==> src/rtl/multicycle_ctrl.sv <==
// Multi-cycle MIPS control unit: Moore sequencer with memory-ready handshake,
// bus-timeout trap and illegal-instruction trap.
module multicycle_ctrl #(
    parameter int unsigned ALUCTL_W = 11,
    parameter int unsigned TIMEOUT  = 15
) (
    input  logic                CLK,
    input  logic                reset,
    input  logic [5:0]          Op,
    input  logic [5:0]          Funct,
    input  logic                Zero,
    input  logic                MemReady,
    output logic                PCEn,
    output logic                IorD,
    output logic                RD,
    output logic                WD,
    output logic                IRWrite,
    output logic                RegDst,
    output logic                MemOrReg,
    output logic                RegWrite,
    output logic [1:0]          ALUSrcA,
    output logic [1:0]          ALUSrcB,
    output logic                signext,
    output logic [1:0]          PCSrc,
    output logic [ALUCTL_W-1:0] ALUControl,
    output logic                Trap
);

    localparam int unsigned CNT_W = 8;
    localparam int unsigned ALU_W = 4;

    localparam logic [ALU_W-1:0] ALU_ADD  = 4'b0000;
    localparam logic [ALU_W-1:0] ALU_ADDU = 4'b0001;
    localparam logic [ALU_W-1:0] ALU_SUB  = 4'b0010;
    localparam logic [ALU_W-1:0] ALU_SUBU = 4'b0011;
    localparam logic [ALU_W-1:0] ALU_AND  = 4'b0100;
    localparam logic [ALU_W-1:0] ALU_OR   = 4'b0101;
    localparam logic [ALU_W-1:0] ALU_XOR  = 4'b0110;
    localparam logic [ALU_W-1:0] ALU_NOR  = 4'b0111;
    localparam logic [ALU_W-1:0] ALU_SLL  = 4'b1000;
    localparam logic [ALU_W-1:0] ALU_SRL  = 4'b1001;
    localparam logic [ALU_W-1:0] ALU_SRA  = 4'b1010;

    typedef enum logic [3:0] {
        S_RST, S_FETCH, S_DECODE, S_EXEC_R, S_EXEC_I, S_MEMADR, S_MEMRD,
        S_MEMWB, S_MEMWR, S_WB, S_BRANCH, S_JUMP, S_TRAP
    } state_t;

    typedef enum logic [3:0] {
        C_R, C_ADDI, C_ORI, C_LW, C_SW, C_BEQ, C_BNE, C_J, C_ILL
    } cls_t;

    // Registered control word; the handshake-qualified enables are finished
    // combinationally from the fetch/branch flags below.
    typedef struct packed {
        logic             pc_load;
        logic             iord;
        logic             rd;
        logic             wd;
        logic             fetch;
        logic             reg_dst;
        logic             mem_or_reg;
        logic             reg_write;
        logic [1:0]       alu_src_a;
        logic [1:0]       alu_src_b;
        logic             signext;
        logic [1:0]       pc_src;
        logic [ALU_W-1:0] alu;
        logic             br_eq;
        logic             br_ne;
        logic             trap;
    } ctl_t;

    state_t           state;
    state_t           next_state;
    cls_t             cls;
    logic [ALU_W-1:0] r_alu;
    logic             r_shamt;
    logic [CNT_W-1:0] wait_cnt;
    logic [CNT_W-1:0] next_cnt;
    logic             timed_out;
    logic             wait_state;
    ctl_t             ctl;
    ctl_t             nxt;

    // Instruction class and R-type ALU operation from the held instruction
    always_comb begin
        cls     = C_ILL;
        r_alu   = ALU_ADD;
        r_shamt = 1'b0;
        case (Op)
            6'b000000: begin
                cls = C_R;
                case (Funct)
                    6'b100000: r_alu = ALU_ADD;
                    6'b100001: r_alu = ALU_ADDU;
                    6'b100010: r_alu = ALU_SUB;
                    6'b100011: r_alu = ALU_SUBU;
                    6'b100100: r_alu = ALU_AND;
                    6'b100101: r_alu = ALU_OR;
                    6'b100110: r_alu = ALU_XOR;
                    6'b100111: r_alu = ALU_NOR;
                    6'b000000: begin r_alu = ALU_SLL; r_shamt = 1'b1; end
                    6'b000010: begin r_alu = ALU_SRL; r_shamt = 1'b1; end
                    6'b000011: begin r_alu = ALU_SRA; r_shamt = 1'b1; end
                    6'b000100: r_alu = ALU_SLL;
                    6'b000110: r_alu = ALU_SRL;
                    6'b000111: r_alu = ALU_SRA;
                    default:   cls = C_ILL;
                endcase
            end
            6'b001000: cls = C_ADDI;
            6'b001101: cls = C_ORI;
            6'b100011: cls = C_LW;
            6'b101011: cls = C_SW;
            6'b000100: cls = C_BEQ;
            6'b000101: cls = C_BNE;
            6'b000010: cls = C_J;
            default:   cls = C_ILL;
        endcase
    end

    assign wait_state = (state == S_FETCH) || (state == S_MEMRD) || (state == S_MEMWR);
    assign timed_out  = (wait_cnt == CNT_W'(TIMEOUT));

    // Next-state sequencing; a completed handshake always beats the timeout
    always_comb begin
        next_state = state;
        case (state)
            S_RST:    next_state = S_FETCH;
            S_FETCH: begin
                if (MemReady)       next_state = S_DECODE;
                else if (timed_out) next_state = S_TRAP;
            end
            S_DECODE: begin
                case (cls)
                    C_R:           next_state = S_EXEC_R;
                    C_ADDI, C_ORI: next_state = S_EXEC_I;
                    C_LW, C_SW:    next_state = S_MEMADR;
                    C_BEQ, C_BNE:  next_state = S_BRANCH;
                    C_J:           next_state = S_JUMP;
                    default:       next_state = S_TRAP;
                endcase
            end
            S_EXEC_R: next_state = S_WB;
            S_EXEC_I: next_state = S_WB;
            S_MEMADR: next_state = (cls == C_SW) ? S_MEMWR : S_MEMRD;
            S_MEMRD: begin
                if (MemReady)       next_state = S_MEMWB;
                else if (timed_out) next_state = S_TRAP;
            end
            S_MEMWR: begin
                if (MemReady)       next_state = S_FETCH;
                else if (timed_out) next_state = S_TRAP;
            end
            S_MEMWB:  next_state = S_FETCH;
            S_WB:     next_state = S_FETCH;
            S_BRANCH: next_state = S_FETCH;
            S_JUMP:   next_state = S_FETCH;
            S_TRAP:   next_state = S_TRAP;
            default:  next_state = S_RST;
        endcase
    end

    // Wait counter restarts on every entry to a memory state
    always_comb begin
        next_cnt = '0;
        if (wait_state && !MemReady && (next_state == state)) begin
            next_cnt = wait_cnt + CNT_W'(1);
        end
    end

    // Control word for the state being entered, so outputs align with state
    always_comb begin
        nxt = '0;
        case (next_state)
            S_FETCH: begin
                nxt.rd        = 1'b1;
                nxt.fetch     = 1'b1;
                nxt.alu_src_b = 2'b01;
                nxt.alu       = ALU_ADD;
            end
            S_DECODE: begin
                nxt.alu_src_b = 2'b11;
                nxt.signext   = 1'b1;
                nxt.alu       = ALU_ADD;
            end
            S_EXEC_R: begin
                nxt.alu_src_a = r_shamt ? 2'b10 : 2'b01;
                nxt.alu       = r_alu;
            end
            S_EXEC_I: begin
                nxt.alu_src_a = 2'b01;
                nxt.alu_src_b = 2'b10;
                nxt.signext   = (cls == C_ADDI);
                nxt.alu       = (cls == C_ADDI) ? ALU_ADD : ALU_OR;
            end
            S_MEMADR: begin
                nxt.alu_src_a = 2'b01;
                nxt.alu_src_b = 2'b10;
                nxt.signext   = 1'b1;
                nxt.alu       = ALU_ADD;
            end
            S_MEMRD: begin
                nxt.rd   = 1'b1;
                nxt.iord = 1'b1;
            end
            S_MEMWR: begin
                nxt.wd   = 1'b1;
                nxt.iord = 1'b1;
            end
            S_MEMWB: begin
                nxt.reg_write  = 1'b1;
                nxt.mem_or_reg = 1'b1;
            end
            S_WB: begin
                nxt.reg_write = 1'b1;
                nxt.reg_dst   = (cls == C_R);
            end
            S_BRANCH: begin
                nxt.alu_src_a = 2'b01;
                nxt.alu       = ALU_SUB;
                nxt.pc_src    = 2'b01;
                nxt.br_eq     = (cls == C_BEQ);
                nxt.br_ne     = (cls == C_BNE);
            end
            S_JUMP: begin
                nxt.pc_src  = 2'b11;
                nxt.pc_load = 1'b1;
            end
            S_TRAP:  nxt.trap = 1'b1;
            default: nxt = '0;
        endcase
    end

    // State, wait counter and control word registers
    always_ff @(posedge CLK) begin
        if (!reset) begin
            state    <= S_RST;
            wait_cnt <= '0;
            ctl      <= '0;
        end else begin
            state    <= next_state;
            wait_cnt <= next_cnt;
            ctl      <= nxt;
        end
    end

    // Handshake/flag-qualified enables are suppressed while reset is applied
    assign IRWrite    = reset & ctl.fetch & MemReady;
    assign PCEn       = reset & (ctl.pc_load | (ctl.fetch & MemReady)
                                 | (ctl.br_eq & Zero) | (ctl.br_ne & ~Zero));
    assign IorD       = ctl.iord;
    assign RD         = ctl.rd;
    assign WD         = ctl.wd;
    assign RegDst     = ctl.reg_dst;
    assign MemOrReg   = ctl.mem_or_reg;
    assign RegWrite   = ctl.reg_write;
    assign ALUSrcA    = ctl.alu_src_a;
    assign ALUSrcB    = ctl.alu_src_b;
    assign signext    = ctl.signext;
    assign PCSrc      = ctl.pc_src;
    assign ALUControl = ALUCTL_W'(ctl.alu);
    assign Trap       = ctl.trap;

endmodule

==> config.mk <==
export PLATFORM = sky130hd
export DESIGN_NAME = multicycle_ctrl
export DESIGN_NICKNAME = d
export VERILOG_FILES = /design/src/rtl/multicycle_ctrl.sv
export SDC_FILE = /design/constraint.sdc
export NUM_CORES = 1
export LEC_CHECK = 0
export CAP_MARGIN = 20
export CORE_MARGIN = 2
export CORE_UTILIZATION = 51
export CTS_CLUSTER_SIZE = 14
export DETAILED_ROUTE_END_ITERATION = 8
export GPL_TIMING_DRIVEN = 0
export PLACE_DENSITY_LB_ADDON = 0.05
export SLEW_MARGIN = 20
export SYNTH_ARGS = -nofsm -noshare
export SYNTH_HDL_FRONTEND = slang
export SYNTH_SLANG_ARGS = --single-unit
==> constraint.sdc <==
create_clock -name CLK -period 3.96 [get_ports CLK]
set_clock_uncertainty 0.2 [all_clocks]
set_input_delay 0.792 -clock CLK [delete_from_list [all_inputs] [get_ports CLK]]
set_output_delay 0.792 -clock CLK [all_outputs]
set_load 0.005 [all_outputs]
==> results of run 1 <==
cells by family (layout without fill, tap and decap cells):
logic type               after synthesis  count (layout)  synth area share
AO/OA/AOI/OAI                         37              37            0.1479
XOR/XNOR                              11              11           0.04846
adder cells (fa/ha/maj)                6               6           0.03713
buffers and inverters                 37              77            0.1095
flip-flops                            33              33            0.3323
multiplexers                           2               2           0.01007
other                                  1               7          0.001886
AND/OR/NAND/NOR                      108             108            0.3128
worst register-to-register path, stage by stage (launching register included):
cell      delay, ns
dfxtp_1        0.38
clkbuf_1       0.33
nor4bb_1       0.33
a21oi_1        0.06
nor3_1         0.16
a21oi_1        0.12
a211oi_2       0.56
nand4_1        0.26
o21ai_0        0.23
path summary, 6_finish.rpt:
path | startpoint | end | slack, ns | cells past startpoint
max reg2reg | state[0] | ALUControl[0] | 1.23 | 8
max | Op[1] | WD | 0.18 | 10
min reg2reg | wait_cnt[0] | wait_cnt[0] | 0.25 | 1
min | wait_cnt[0] | wait_cnt[0] | 0.25 | 1
metal layers:
| metal | global-route usage | vias to the layer above | part of all wire |
|---|---|---|---|
| met3 | 0.02385 | 8 | 0.045 |
| li1 | - | 892 | - |
| met1 | 0.2427 | 781 | 0.45 |
| met2 | 0.3488 | 42 | 0.49 |
| met4 | 0.08673 | 0 | 0.014 |
| met5 | 0 | - | 0 |
what timing repair did:
action / CTS / global route
pin swaps: 0 / 1
setup endpoints to repair: 17 / 23
gates resized for setup: 4 / 3
flip-flops by register name, indices dropped and copies added, names as in the netlist:
signal,count
ALUControl,4
ALUSrcA,2
ALUSrcB,2
IorD,1
MemOrReg,1
PCSrc,2
RD,1
RegDst,1
RegWrite,1
Trap,1
WD,1
ctl,3
signext,1
state,4
wait_cnt,8
per-stage QoR:
stage,utilization,cells,power (mW)
2_1_floorplan,-,241,0.4812
3_3_place_gp,0.6434,321,0.5392
3_5_place_dp,0.6434,321,0.5406
4_1_cts,0.6704,329,0.7924
5_1_grt,0.6744,329,0.8334
6_report,0.6744,329,0.7951
synth_stat cells, drive strengths merged, types with 3 or more instances:
master and instances:
and2 3, o21ai 5, dfxtp 33, xnor2 6
nor3b 5, a21oi 13, or2 3, nand2 14
nand3 10, nand2b 4, xor2 5, nor2b 4
or3 5, nand4 4, buf 24, and3 7
ha 5, a211oi 4, clkbuf 4, nor2 25
nor3 13, inv 8
cell type report:
cell class | count | area (um2) | share of cell area
timing repair buffer | 32 | 321.6 | 0.1283
sequential | 33 | 660.6 | 0.2636
buffer | 28 | 187.7 | 0.07489
clock buffer | 5 | 68.82 | 0.02746
inverter | 9 | 33.78 | 0.01348
multi-input combinational | 171 | 1156 | 0.4613
clock inverter | 3 | 17.52 | 0.006990
tap | 48 | 60.06 | 0.02396
report_power, final:
part           switching (mW)  internal [mW]  leakage (nW)
Clock                   0.134          0.121        0.0439
Sequential            0.00706          0.346         0.268
Combinational          0.0984         0.0885         0.687
==> flow_summary.yaml, run 1 <==
outcome:
  status: "finished, final reports clean"
logic_synthesis:
  ys_seq_elements: 33
  async_flop_share: 0
  dominantRegCellSynth: "dfxtp_1"
  synth_edf_count: 0
  yosysSeqAreaShare: 0.3323
  ys_top_cells_by_area: "dfxtp_1, buf_4, nor2_1, a21oi_1, ha_1"
  synth.distinct_cells: 57
  syn_inst: 235
  ys.warnings.count: 0
  syn_area_per_cell_um2: 8.460
  synth_area_leader_cell: "dfxtp_1"
  netlist.area_leader.share: 0.3323
  syn_area_um2: 1988
power_and_ir_drop:
  irDropWorstVdd_mv: 0.1749
  power_density_nw_per_um2: 317.3
  leakagePower_nw: 0.9981
placed_design:
  place_area_um2: 2391
  io_buffers: 32
  place_congestion: 0.8143
  post-place-ws_ns: -0.4164
  dp_hpwl_mm: 2.956
timing:
  max-slew-margin-rel: 0.5807
  finalCriticalPeriod_ns: 3.783
  tightest_slew_ns: 0.6278
  holdWs_ns: 0.2542
  hold_viol: 0
  setup_viol: 0
  drv_slew: 0
  fin_crit_sh: 0.9552
  tns_ns: 0
  fmax_mhz: 264.4
  rsz0062_at_grt: "no"
  worst_slack_ns: 0.1773
setup_path:
  crit_type: "input port to register"
  worstPathMaxFanout: 10
  cpLargestDelayFamily: "simple AND/OR/NAND/NOR gates"
  worst-path-buf-inv: 2
  cp.arrival_ns: 3.81
  cp_cell_sequence: "dlygate4sd2_1 -> or4_4 -> a221o_1 -> ha_1 -> or3_1 -> a221oi_1 -> a211oi_2 -> clkbuf_4 -> or3_1 -> nor2_1"
  slowest_stage: "or4_4"
  critPathLaunchType: "input port"
  crit_top_cell: "or3_1"
  critical_path_required_ns: 3.99
  max_stage_delay_ns: 0.55
  endpoint_kind: "register"
min_path:
  holdCritPathClass: "register to register"
floorplanning:
  die_area_um2: 4414
  start_util: 0.5350
  coreArea_um2: 3716
  die_x_um: 66.44
  ioPinCount: 43
  row_count: 22
  die_h_um: 66.44
routing:
  via_per_inst: 5.237
  wire_per_inst_um: 12.31
  first_pass_iters: 4
  routed_wl_mm: 4.050
  drtIter0Drc: 100
  drc_errors: 0
  via_count: 1723
  antenna_left: 0
grt:
  track_usage: 0.1992
  grt_pass1_vias: 1497
  grt_pass1_wl_mm: 6.699
  grt_antenna_before_repair: 0
  grt-ovfl-total: 0
  grt_max_degree: 12
final_layout:
  final_cell_mix: "dfxtp_1, clkdlybuf4s50_1, nor2_1"
  stdcell_area_um2: 2506
  drive_above_1_share: 0.1744
  finalNetCount: 301
  antenna_cells: 0
  area_growth_pct: 26.05
  final_common_cell: "dfxtp_1"
  fillCellCount: 335
clock_network:
  cts_max_level: 2
  cts_root_buf: "clkbuf_8"
  cts_sinks: 33
  cts_tree: "done"
  clock_insertion_delay_worst_skew_ns: 0.30
  numCtsBuffers: 5
  postCtsHoldBufs: 0
  cts_setup_buffers: 0
  clk_pin_slew_ns: 0.08
  cts_buffer_depth: 2
flow_run:
  drv_cap: 0
Power figures use the tool's default switching activity.
==> run 2, diff against run 1 <==
- CORE_MARGIN: 2 -> default
- SETUP_SLACK_MARGIN: default -> 0.15
==> flow_summary.yaml, run 2 (synthesis results as in run 1) <==
setup_path:
  max_stage_delay_ns: 0.55
  cp.arrival_ns: 3.73
  cpLargestDelayFamily: "simple AND/OR/NAND/NOR gates"
  critPathLaunch: "Op[1]"
  worstPathMaxFanout: 7
  worst-path-buf-inv: 1
  cp_cell_sequence: "dlygate4sd2_1 -> or4_4 -> a221o_1 -> ha_1 -> or3_1 -> a221oi_2 -> a211oi_2 -> or3_4 -> a211oi_2"
  r2r-end: "ALUControl[2]"
  rrSetupSlack_ns: 1.27
  critPathLaunchType: "input port"
  crit_top_cell: "a211oi_2"
  endpoint_kind: "register"
  slowest_stage: "or4_4"
  critical_path_required_ns: 3.96
  crit_type: "input port to register"
  reg2regPathDepth: 8
  r2r_start: "state[0]"
floorplanning:
  row_count: 22
  die_h_um: 64.44
  die_x_um: 64.44
  ioPinCount: 43
  start_util: 0.5390
  die_area_um2: 4152
  coreArea_um2: 3689
grt:
  grt_antenna_before_repair: 0
  grt-ovfl-total: 0
  grt_pass1_wl_mm: 6.527
  grt_max_degree: 11
  grt_pass1_vias: 1433
  track_usage: 0.2056
final_layout:
  final_cell_mix: "dfxtp_1, clkdlybuf4s50_1, nor2_1"
  regMostFlops: "wait_cnt"
  largest_reg_flops: 8
  drive_above_1_share: 0.1744
  finalNetCount: 301
  final_common_cell: "dfxtp_1"
  antenna_cells: 0
  area_growth_pct: 27.56
flow_run:
  drv_cap: 0
outcome:
  status: "finished, final reports clean"
routing:
  wire_per_inst_um: 11.79
  drtIter0Drc: 86
  drc_errors: 0
  antenna_left: 0
  via_count: 1697
  first_pass_iters: 4
  via_per_inst: 5.158
  routed_wl_mm: 3.878
power_and_ir_drop:
  power_density_nw_per_um2: 338.7
  fin_total_pwr_mw: 0.8590
  leakagePower_nw: 1.001
  irDropWorstVdd_mv: 0.1450
min_path:
  whs_endpoint: "wait_cnt[0]"
  holdCritPathClass: "register to register"
  holdCritStartpoint: "wait_cnt[0]"
  worstHoldPathCells: 1
clock_network:
  cts_tree: "done"
  numCtsBuffers: 5
  cts_buffer_depth: 2
  cts_sinks: 33
  cts_root_buf: "clkbuf_8"
  clk_pin_slew_ns: 0.06
  cts_setup_buffers: 0
  postCtsHoldBufs: 0
  cts_max_level: 2
  clock_insertion_delay_worst_skew_ns: 0.28
timing:
  setup_viol: 0
  finalCriticalPeriod_ns: 3.732
  hold_viol: 0
  rsz0062_at_grt: "yes"
  fin_crit_sh: 0.9425
  worst_slack_ns: 0.2278
  drv_slew: 0
  tightest_slew_ns: 0.5382
  max-slew-margin-rel: 0.6405
  fmax_mhz: 267.9
placed_design:
  dp_hpwl_mm: 2.910
  io_buffers: 32
  place_congestion: 0.8358
  post-place-ws_ns: -0.4056
==> run 2: cell types whose count changed in the layout (fill, tap and decap cells not counted) <==
cell,change
dlygate4sd2_1,+1
bufinv_16,+1
clkinvlp_4,-1
clkinv_2,-2
dlymetal6s2s_1,-1
o31ai_2,-1
nor2_2,+1
clkbuf_1,+1
nor2_1,-1
clkbuf_8,+1
o31ai_1,+1
a221oi_2,+1
a221oi_1,-1
==> run 2: per-stage QoR <==
stage	TNS (ns)	cell area, um2	instances	hold slack, ns	util
after floorplan	0	2011	241	0.2176	-
final	0	2536	329	0.2491	0.6876
after detailed placement	-8.337	2391	321	0.2363	0.6482
after global placement	-8.461	2391	321	0.2276	0.6482
after global routing	0	2536	329	0.2914	0.6876
after CTS	0	2512	329	0.2515	0.6811
==> run 2: layout make-up <==
type	count	area [um2]
multi-input cells	171	1160
clock buffers	7	86.33
clock inverters	1	30.03
repair buffers	32	317.8
plain buffers	28	187.7
well taps	48	60.06
flip-flops and latches	33	660.6
inverters	9	33.78
fillers	320	1152
==> run 2: power by group <==
part	leakage, nW	switching (mW)	internal, mW	total, mW
clock	0.0585	0.117	0.205	0.322
sequential	0.268	0.00709	0.346	0.353
combinational	0.675	0.0960	0.0882	0.184
==> run 2: how the worst max path moves through the flow <==
stage	endpoint	slack (ns)	cells after the start
final	IorD	0.23	9
after detailed placement	WD	-0.41	10
after CTS	IorD	0.21	9
after global routing	Trap	0.13	10
after global placement	WD	-0.42	10
after floorplan	WD	0.26	10
==> run 2: layer usage <==
| metal | GRT usage | vias up | wire [um] |
|---|---|---|---|
| li1 | - | 895 | - |
| met1 | 0.2765 | 746 | 1833 |
| met2 | 0.3066 | 50 | 1796 |
| met3 | 0.04930 | 6 | 151 |
| met4 | 0.1000 | 0 | 96 |
| met5 | 0 | - | 0 |
==> run 2: worst reg2reg max path, cell delays in order (launching register included) <==
cell	delay, ns
dfxtp_1	0.38
clkbuf_1	0.35
nor4bb_1	0.33
a21oi_1	0.06
nor3_1	0.20
a21oi_1	0.13
a211oi_2	0.50
nand4_1	0.24
o21ai_0	0.21
==> run 2: what timing repair did <==
item	CTS	global route
pin swaps	0	2
gates resized for setup	4	5
setup endpoints to repair	29	19
